==> src/rtl/riscv_su_nest_ctrl.sv <==
// Nested-interrupt stacking/unstacking controller: per-level priority stack and per-word frame handshake.
// Optional tail-chaining on return is enabled by defining RISCV_SU_TAILCHAIN_EN.
module riscv_su_nest_ctrl #(
    parameter int NEST_DEPTH   = 4,
    parameter int FRAME_WORDS  = 16,
    parameter int PRIO_WIDTH   = 3,
    parameter int SU_FSM_WIDTH = 3,
    localparam int WW = $clog2(FRAME_WORDS),
    localparam int LW = $clog2(NEST_DEPTH),
    localparam int DW = $clog2(NEST_DEPTH + 1)
) (
    input  logic                    clk,
    input  logic                    reset,
    input  logic                    enable,
    input  logic                    i_abort,
    input  logic                    i_irq_req,
    input  logic [PRIO_WIDTH-1:0]   i_irq_prio,
    input  logic                    i_ret_interr,
    input  logic                    i_mem_ack,
    output logic                    o_mem_req,
    output logic                    o_mem_we,
    output logic [WW-1:0]           o_word_idx,
    output logic [LW-1:0]           o_frame_level,
    output logic [DW-1:0]           o_depth,
    output logic [PRIO_WIDTH-1:0]   o_cur_prio,
    output logic                    o_irq_accept,
    output logic                    o_nest_full,
    output logic [SU_FSM_WIDTH-1:0] o_fsm_status
);

    typedef enum logic [SU_FSM_WIDTH-1:0] {
        IDLE       = SU_FSM_WIDTH'(0),
        STACKING   = SU_FSM_WIDTH'(1),
        ACTIVE     = SU_FSM_WIDTH'(2),
        PREEMPT    = SU_FSM_WIDTH'(3),
        UNSTACKING = SU_FSM_WIDTH'(4),
        ABORTING   = SU_FSM_WIDTH'(5)
    } state_t;

    localparam logic [WW-1:0] WORD_LAST = WW'(FRAME_WORDS - 1);
    localparam logic [DW-1:0] DEPTH_MAX = DW'(NEST_DEPTH);
    localparam logic [DW-1:0] DEPTH_ONE = DW'(1);

    state_t                               state;
    logic [NEST_DEPTH-1:0][PRIO_WIDTH-1:0] prio_stk;
    logic [PRIO_WIDTH-1:0]                prev_prio;
    logic [LW-1:0]                        top_lvl;
    logic                                 req_hi;

    assign o_fsm_status = state;
    assign top_lvl      = LW'(o_depth - DEPTH_ONE);
    assign req_hi       = enable && i_irq_req && (i_irq_prio > o_cur_prio);
    assign o_nest_full  = (state == ACTIVE) && req_hi && (o_depth == DEPTH_MAX);

    // Priority of the frame just below the top one; 0 when the top frame is the only one.
    always_comb begin
        prev_prio = '0;
        for (int i = 0; i < NEST_DEPTH - 1; i++)
            if (DW'(i + 2) == o_depth) prev_prio = prio_stk[i];
    end

`ifdef RISCV_SU_TAILCHAIN_EN
    logic tc_ok;
    assign tc_ok = enable && i_irq_req && ((o_depth == DEPTH_ONE) || (i_irq_prio > prev_prio));
`endif

    always_ff @(posedge clk or posedge reset) begin
        if (reset) begin
            state         <= IDLE;
            prio_stk      <= '0;
            o_mem_req     <= 1'b0;
            o_mem_we      <= 1'b0;
            o_word_idx    <= '0;
            o_frame_level <= '0;
            o_depth       <= '0;
            o_cur_prio    <= '0;
            o_irq_accept  <= 1'b0;
        end else begin
            o_irq_accept <= 1'b0;
            if (i_abort && state != IDLE) begin
                state     <= ABORTING;
                o_mem_req <= 1'b0;
                o_mem_we  <= 1'b0;
            end else begin
                case (state)
                    IDLE: begin
                        if (enable && i_irq_req) begin
                            prio_stk[0]   <= i_irq_prio;
                            o_word_idx    <= '0;
                            o_frame_level <= '0;
                            o_irq_accept  <= 1'b1;
                            o_mem_req     <= 1'b1;
                            o_mem_we      <= 1'b1;
                            state         <= STACKING;
                        end
                    end
                    STACKING: begin
                        if (i_mem_ack) begin
                            if (o_word_idx == WORD_LAST) begin
                                o_word_idx <= '0;
                                o_depth    <= o_depth + DEPTH_ONE;
                                o_cur_prio <= prio_stk[o_frame_level];
                                o_mem_req  <= 1'b0;
                                o_mem_we   <= 1'b0;
                                state      <= ACTIVE;
                            end else begin
                                o_word_idx <= o_word_idx + WW'(1);
                            end
                        end
                    end
                    ACTIVE: begin
                        if (i_ret_interr) begin
`ifdef RISCV_SU_TAILCHAIN_EN
                            if (tc_ok) begin
                                // Reuse the live frame: only its priority changes.
                                prio_stk[top_lvl] <= i_irq_prio;
                                o_cur_prio        <= i_irq_prio;
                                o_irq_accept      <= 1'b1;
                            end else begin
                                o_word_idx    <= '0;
                                o_frame_level <= top_lvl;
                                o_mem_req     <= 1'b1;
                                o_mem_we      <= 1'b0;
                                state         <= UNSTACKING;
                            end
`else
                            o_word_idx    <= '0;
                            o_frame_level <= top_lvl;
                            o_mem_req     <= 1'b1;
                            o_mem_we      <= 1'b0;
                            state         <= UNSTACKING;
`endif
                        end else if (req_hi && o_depth < DEPTH_MAX) begin
                            o_irq_accept <= 1'b1;
                            state        <= PREEMPT;
                        end
                    end
                    PREEMPT: begin
                        prio_stk[LW'(o_depth)] <= i_irq_prio;
                        o_word_idx             <= '0;
                        o_frame_level          <= LW'(o_depth);
                        o_mem_req              <= 1'b1;
                        o_mem_we               <= 1'b1;
                        state                  <= STACKING;
                    end
                    UNSTACKING: begin
                        if (i_mem_ack) begin
                            if (o_word_idx == WORD_LAST) begin
                                o_word_idx              <= '0;
                                prio_stk[o_frame_level] <= '0;
                                o_depth                 <= o_depth - DEPTH_ONE;
                                o_cur_prio              <= prev_prio;
                                o_mem_req               <= 1'b0;
                                state                   <= (o_depth == DEPTH_ONE) ? IDLE : ACTIVE;
                            end else begin
                                o_word_idx <= o_word_idx + WW'(1);
                            end
                        end
                    end
                    default: begin
                        // ABORTING and unused codes: park until abort drops, then flush everything.
                        o_mem_req <= 1'b0;
                        o_mem_we  <= 1'b0;
                        if (!i_abort) begin
                            prio_stk      <= '0;
                            o_word_idx    <= '0;
                            o_frame_level <= '0;
                            o_depth       <= '0;
                            o_cur_prio    <= '0;
                            state         <= IDLE;
                        end
                    end
                endcase
            end
        end
    end

endmodule
==> config.mk <==
export PLATFORM = sky130hd
export DESIGN_NAME = riscv_su_nest_ctrl
export DESIGN_NICKNAME = d
export VERILOG_FILES = /design/src/rtl/riscv_su_nest_ctrl.sv
export SDC_FILE = /design/constraint.sdc
export NUM_CORES = 1
export LEC_CHECK = 0
export BUFFER_PORTS_ARGS = -buffer_cell sky130_fd_sc_hd__buf_2
export CELL_PAD_IN_SITES_DETAIL_PLACEMENT = 1
export CELL_PAD_IN_SITES_GLOBAL_PLACEMENT = 1
export CORE_ASPECT_RATIO = 1.2
export CORE_MARGIN = 2
export CORE_UTILIZATION = 47
export CTS_BUF_LIST = sky130_fd_sc_hd__clkbuf_16
export DETAILED_ROUTE_END_ITERATION = 10
export PLACE_DENSITY_LB_ADDON = 0.25
export RECOVER_POWER = 50
export SLEW_MARGIN = 20
export SYNTH_ARGS = -nofsm -noshare
export SYNTH_HDL_FRONTEND = slang
export SYNTH_SLANG_ARGS = --single-unit
==> constraint.sdc <==
create_clock -name clk -period 3.9 [get_ports clk]
set_clock_uncertainty 0.05 [all_clocks]
set_input_delay 0 -clock clk [delete_from_list [all_inputs] [get_ports clk]]
set_output_delay 0 -clock clk [all_outputs]
set_load 0.1 [all_outputs]
-- Word level (Yosys, flattened, before mapping)
Cells that the tools add are included.
- register bits: 30
- input port bits: 10
- word-level logic and storage cells: 144
- output and inout bits: 19
- equality and inequality tests: 33
- bitwise operators: 7
- order comparisons: 6
- reductions and logical operators: 22
- multiplexer cells: 61
- $add $sub $neg: 3
- operators with widths (cell ; number):
    3-bit 2-to-1 mux ; 24
    12-bit 2-to-1 mux ; 3
    9-bit case mux with 3 select lines ; 1
    4-bit 2-to-1 mux ; 5
    5-bit AND reduction ; 4
    3-bit case mux with 3 select lines ; 2
    4-bit case mux with 4 select lines ; 1
    3-bit != test, second input constant ; 5
    3-bit case mux with 5 select lines ; 1
    2-bit != test, second input constant ; 7
    7-bit AND reduction ; 2
    12-bit bitwise AND ; 1
    12-bit bitwise mux ; 1
    3-bit demux with 2-bit select ; 2
    3-bit by 1-bit != test with 1-bit output, second input constant ; 4
    12-bit NOT ; 1
    3-bit case mux with 4 select lines ; 1
    1-bit 2-to-1 mux ; 11
    1-bit logical AND ; 8
    2-bit 2-to-1 mux ; 4
    4-bit by 1-bit != test with 1-bit output, second input constant ; 2
    2-bit case mux with 4 select lines ; 1
    7-bit by 1-bit != test with 1-bit output, second input constant ; 1
    3-bit binary-select mux with 2-bit select ; 1
    27 further kinds ; 39

-- Depth between registers and ports, before layout
Gate-level depths: netlist of run 1.
- word-level depth: 9
- mapped depth: 7
- depth with buffers taken out: 7

-- Worst setup path before layout of run 1
Ideal clock, no wire load.
- kind: register -> output
- start: reg state[1] (netlist: o_fsm_status[1])
- end: out o_nest_full
- stages on the path, launching flop included: 5
- buffers on the path: 2
- data arrival time: 2.939 ns
- path slack: 0.911 ns
- path through: dfrtp_1 -> buf_2 -> clkbuf_1 -> nand3_1 -> nor2_1
- cells in the longest elaborated chain, start to end: 3
- ends and longest elaborated chain (what ; line ; text):
    from (decl) ; 44 ; state_t state;
    from (signal assigned) ; 154 ; state <= (o_depth == DEPTH_ONE) ? IDLE : ACTIVE;
    3-bit by 2-bit == test with 1-bit output ; 53 ; assign o_nest_full = (state == ACTIVE) && req_hi && (o_depth == DEPTH_MAX);
    1-bit logical AND (2 in a row) ; 53 ;
    to (decl) ; 27 ; output logic o_nest_full,
No other way between the ends.

-- Final worst setup path of run 1
- start: reg state[0] (netlist: o_fsm_status[0])
- end: reg o_cur_prio[0]
- cells in the longest elaborated chain, start to end: 4
- elaborated cells between the ends (all ways): 17
- those cells by class: eq/ne (9); mux (1); bitwise (2); reduce/logical (5)
- ends and longest elaborated chain (what ; line ; text):
    3-bit by 2-bit == test with 1-bit output (tied with other cells) ; 85 ; case (state)
    3-bit OR reduction (no line) / 1-bit logical AND (equally long branches) ; n/a ;
    1-bit NOT (no line) ; n/a ;
    7-bit AND reduction (no line) ; n/a ;
    to (signal assigned) ; 102 ; o_cur_prio <= prio_stk[o_frame_level];
    to (signal assigned) ; 152 ; o_cur_prio <= prev_prio;
    to (decl) ; 25 ; output logic [PRIO_WIDTH-1:0] o_cur_prio,
Several ways; a longest one is shown, not always the timed one.
A chain may end at the register's enable or synchronous reset.

==> results of run 1 <==
## flip-flops by register name, indices dropped and copies added (netlist names)
name and count:
o_mem_we 1, o_fsm_status 3, o_depth 3, o_cur_prio 3, o_irq_accept 1, o_frame_level 2
prio_stk 12, o_word_idx 4, o_mem_req 1
## routing by layer
metal	vias up	routed length, µm	GRT usage
met5	-	0	0
li1	902	-	-
met3	6	135	0.0308
met1	940	2600	0.322
met2	35	3060	0.441
met4	0	46	0.0500
## layout by cell type (no fill, tap or decap), types with 2 or more instances in the layout
cell type and n:
clkbuf_16 5, buf_2 19, a21oi_1 24, and3_1 3
inv_1 14, a31oi_1 3, nand3_1 6, a221oi_1 2
nand2b_1 5, mux2_4 2, nor2_1 26, nand2_1 16
o21bai_1 2, nor3_1 5, o22ai_1 2, nor2b_1 4
ha_1 10, nand4_1 2, clkbuf_1 10, o21ai_0 10
mux2i_1 4, or3_1 2, and2_1 3, nor3b_1 2
a32o_1 9, o31ai_1 4, a22o_1 4, mux2_2 2
dfrtp_1 30, mux4_2 3, o211ai_1 2
## how the worst max path moves through the flow
| stage | end | cells after the start | slack, ns |
|---|---|---|---|
| floorplan | o_nest_full | 4 | 0.91 |
| global placement | o_cur_prio[0] | 5 | 1.71 |
| detailed placement | o_cur_prio[0] | 5 | 1.64 |
| CTS | o_cur_prio[0] | 5 | 1.62 |
| global route | o_cur_prio[0] | 5 | 1.47 |
| finish | o_cur_prio[0] | 5 | 1.60 |
## through the flow
step                      utilization  setup WS (ns)  cell area, µm²  hold WS, ns
final                           0.559           1.60            2400       0.0160
after global routing            0.559           1.47            2400       0.0245
after CTS                       0.563           1.62            2420       0.0150
after detailed placement        0.527           1.64            2260       0.0601
after global placement          0.527           1.71            2260       0.0500
after floorplan                     -          0.911            2100       0.0408
## cell families after synthesis
logic type      count (synthesis)  synth area share
simple gates                   79             0.189
compound gates                 73             0.256
flops                          30             0.357
buf+inv                        28            0.0571
mux                            12            0.0815
fa+ha+maj                      10            0.0595
## worst max-delay path: cells and delay by family (launching register included)
kind               cells  cell delay [ns]
AOI/OAI and AO/OA      3             0.84
and+or+nand+nor        1             0.21
DFF                    1             0.73
muxes                  1             0.34
## layout make-up
class                           instances  share of cell area
Inverter                               15              0.0234
Tap cell                               56              0.0292
Timing Repair Buffer                   31              0.0625
Multi-Input combinational cell        174               0.513
Sequential cell                        30               0.313
Clock buffer                            5              0.0521
Clock inverter                          3             0.00677
## repair_timing
| item | CTS | global route |
|---|---|---|
| endpoints found under the hold margin | 30 | 0 |
| hold buffers | 1 | 0 |
| setup endpoints to repair | 0 | 0 |
==> results.toml, run 1 <==
[critical_path]
r2r_cells = 5
slowest_stage = "dfrtp_1"
reg2reg_slack_ns = 1.60
path_class = "reg2reg"
crit_required_ns = 4.01
crit_start = "o_fsm_status[0]"
r2r-start = "o_fsm_status[0]"
reg2reg_to = "o_cur_prio[0]"
cp.arrival_ns = 2.41
critPathMaxStageDelay_ns = 0.73
path_max_fanout = 20
end_kind = "flop"
critical_path.startpoint_type = "flop"
worstPathCellList = "nor2b_1, o21ai_4, a31oi_4, a211oi_4, mux2_4"

[floorplan]
die_w_um = 65.1
fp-row-count = 26
design.core.area_um2 = 4290
die-area_um2 = 5030
die_h_um = 77.3
start_util = 0.490
top_level_ports = 29

[placed_design]
gp_congestion = 0.884
dp_hpwl_um = 4290
port_buffers = 28
dp_cells = 305

[min_path]
hold_depth = 2
hold_path_end = "prio_stk[0]"
worstHoldStart = "i_irq_prio[0]"
min_path_type = "in2reg"

[clock_tree]
htreeDepth = 2
cts_buffer_depth = 2
cts_tree = "built"
clock_latency_ns = 0.27
clkTransAtPathRegs_ns = 0.05
cts.sinks = 30
cts-root-buf = "clkbuf_16"
cts-buffers-inserted = 5
cts_resized = 0
cts_setup_buffers = 0

[route]
drcViolationCount = 0
wire_per_inst_um = 18.6
drtPass1Iterations = 4
vias_per_cell = 6.00
vias = 1883
wirelength_um = 5850
antenna_left = 0
drtIter0Drc = 126

[global_route]
grt_max_degree = 31
grt_pass1_wl_um = 9650
antenna_found_initial = 0
grt_usage = 0.249
gr-total-overflow = 0
grt_pass1_vias = 1908

[status]
violations = "capacitance limit, slew limit"
status = "finished with violations"

[logic_synthesis]
synth_flop_cell = "dfrtp_1"
synth_edf_count = 0
netlist_instances = 232
yosys-top-cells-count = "dfrtp_1, nor2_1, a21oi_1, nand2_1, inv_1"
synth_nets = 252
yosysWarnings = 0
ys_seq_elements = 30
synthTopCellsByArea = "dfrtp_1, ha_1, a21oi_1"
ys_seq_area_frac = 0.357
synth_top_area_frac = 0.357
yosysUniqueCellTypes = 52
netlist_area_um2 = 2100
async_reset_ff_frac = 1.00
yosysMostFrequentCell = "dfrtp_1"
syn_area_per_cell_um2 = 9.07
yosys.area.top_type = "dfrtp_1"

[final_layout]
areaGrowthSynthToFinish_pct = 14.2
fill_cells = 524
multi_input_area_um2 = 1230
drive_gt1_frac = 0.163
n_antenna_cell = 0
area.sequential_um2 = 751
fin_nets = 277
stdcell_count = 314

[sta]
worstMarginPinSlew_ns = 1.71
setup_viol = 0
hold_viol_final = 0
period_share = 0.590
setup_tns_ns = 0
maxSlewHeadroom = -0.138
fmax_ghz = 0.435
rsz0062_at_grt = "false"
report.final.slew_viol_count = 31
finalCriticalPeriod_ns = 2.30

[job]
maxCapViolations = 1
Power of run 1 is left out: the tool's default activity adds up to more than one toggle a clock period on the data nets, which glitch-free logic cannot reach.
==> run 2, diff against run 1 <==
--- a/config.mk
+++ b/config.mk
@@ -10,7 +10,7 @@
 export CELL_PAD_IN_SITES_GLOBAL_PLACEMENT = 1
 export CORE_ASPECT_RATIO = 1.2
 export CORE_MARGIN = 2
-export CORE_UTILIZATION = 47
+export CORE_UTILIZATION = 44
 export CTS_BUF_LIST = sky130_fd_sc_hd__clkbuf_16
 export DETAILED_ROUTE_END_ITERATION = 10
 export PLACE_DENSITY_LB_ADDON = 0.25
==> constraint.sdc (replaced) <==
create_clock -name clk -period 2.4 [get_ports clk]
set_clock_uncertainty 0.05 [all_clocks]
set_input_delay 0 -clock clk [delete_from_list [all_inputs] [get_ports clk]]
set_output_delay 0 -clock clk [all_outputs]
set_load 0.1 [all_outputs]
==> run 2 against run 1 <==
Net effect:
- the run now ends clean
- critical path depth is 1 higher
- first-iteration DRC count is 3.2% lower
- hold slack better by 0.0055 ns
- flip-flop and latch count stayed put
- die area is 6.4% higher
- count of clock-buffer cells in the layout stayed put
- final cell count is 1.9% higher
- via count is 1.5% higher
- critical endpoint is now o_nest_full
- highest routed layer unchanged
- global-route usage is 0.64 points higher
- design area is 2.0% higher
==> results.toml, run 2 (synthesis results as in run 1) <==
[final_layout]
n_antenna_cell = 0
final_cell_mix = "nor2_1, a21oi_1, dfrtp_1"
multi_input_area_um2 = 1240
areaGrowthSynthToFinish_pct = 16.5
fill_cells = 570
final_common_cell = "nor2_1"
drive_gt1_frac = 0.206
largest_register = "prio_stk"
largest_reg_flops = 12
reg_top3 = "prio_stk (12), o_word_idx (4)"
area.sequential_um2 = 761
fin_nets = 281

[floorplan]
design.core.area_um2 = 4590
die_w_um = 67.1
die-area_um2 = 5350
start_util = 0.458
top_level_ports = 29
die_h_um = 79.7
fp-row-count = 27

[route]
vias = 1912
vias_per_cell = 5.98
antenna_left = 0
drcViolationCount = 0
drtIter0Drc = 122
drtPass1Iterations = 4
wire_per_inst_um = 19.1
wirelength_um = 6120

[sta]
maxSlewHeadroom = 0.228
finalCriticalPeriod_ns = 2.18
setup_viol = 0
period_share = 0.908
fin_ws_ns = 0.222
report.final.slew_viol_count = 0
fmax_ghz = 0.459
rsz0062_at_grt = "false"
setup_tns_ns = 0
worstMarginPinSlew_ns = 1.16
hold_viol_final = 0

[global_route]
grt_pass1_vias = 2002
grt_max_degree = 31
grt_pass1_wl_um = 10000
grt_usage = 0.255
gr-total-overflow = 0
antenna_found_initial = 0

[clock_tree]
cts_tree = "built"
clock_latency_ns = 0.28
cts.sinks = 30
clkTransAtPathRegs_ns = 0.05
cts-root-buf = "clkbuf_16"
htreeDepth = 2
cts-buffers-inserted = 5
cts_buffer_depth = 2
cts_setup_buffers = 0

[critical_path]
critical_path.startpoint_type = "flop"
end_kind = "output pin"
cp.arrival_ns = 2.13
path_class = "reg2out"
path_max_fanout = 7
crit_required_ns = 2.35

[placed_design]
port_buffers = 28
gp_congestion = 0.861
detailedPlace.worstSlack_ns = 0.142
dp_hpwl_um = 4450

[min_path]
min_path_type = "in2reg"

[status]
status = "complete, no violations"

[job]
maxCapViolations = 0
## run 2: worst paths after layout
path	from	slack (ns)	cells past startpoint	endpoint
setup / recovery	o_depth[0]	0.22	6	o_nest_full
hold / removal	i_irq_prio[0]	0.02	2	prio_stk[0]
setup reg to reg	o_fsm_status[0]	0.28	5	o_cur_prio[0]
hold reg to reg	o_mem_we	0.44	1	o_mem_we
max in group asynchronous	reset	1.69	4	o_fsm_status[2]
min in group asynchronous	reset	0.30	4	prio_stk[4]
## run 2: area by class of cell
class / instances / area share
multi-input combinational: 174 / 0.506
sequential: 30 / 0.311
clock inverter: 3 / 0.00460
inverter: 15 / 0.0230
timing repair buffer: 35 / 0.0751
tap: 58 / 0.0296
clock buffer: 5 / 0.0511
## run 2: worst max-delay path, stage by stage, from the launching register on
cell	delay, ns
dfrtp_2	0.44
inv_1	0.13
ha_1	0.24
ha_1	0.32
nand3_1	0.17
nor2_4	0.13
buf_2	0.42
## run 2: timing repair
action                     CTS  global route
hold buffers                 1             0
setup endpoints to repair    0             8
hold endpoints to repair    30             0
gates resized for setup      0             1
## run 2: routing by layer
| layer | part of all wire | up-vias | GRT usage | wire [µm] |
|---|---|---|---|---|
| met5 | 0 | - | 0 | 0 |
| met4 | 0.015 | 0 | 0.0898 | 90 |
| met3 | 0.029 | 7 | 0.0550 | 177 |
| met2 | 0.53 | 36 | 0.434 | 3230 |
| met1 | 0.43 | 964 | 0.313 | 2620 |
| li1 | - | 905 | - | - |
## run 2: metrics by stage
stage	cell area (µm²)	util	cells	hold WS [ns]
floorplan	2120	-	232	0.0403
global placement	2310	0.504	311	0.0456
detailed placement	2310	0.504	311	0.0711
CTS	2460	0.535	320	0.0215
global route	2450	0.533	320	0.0311
finish	2450	0.533	320	0.0214
Power of run 2 is left out for the same reason.
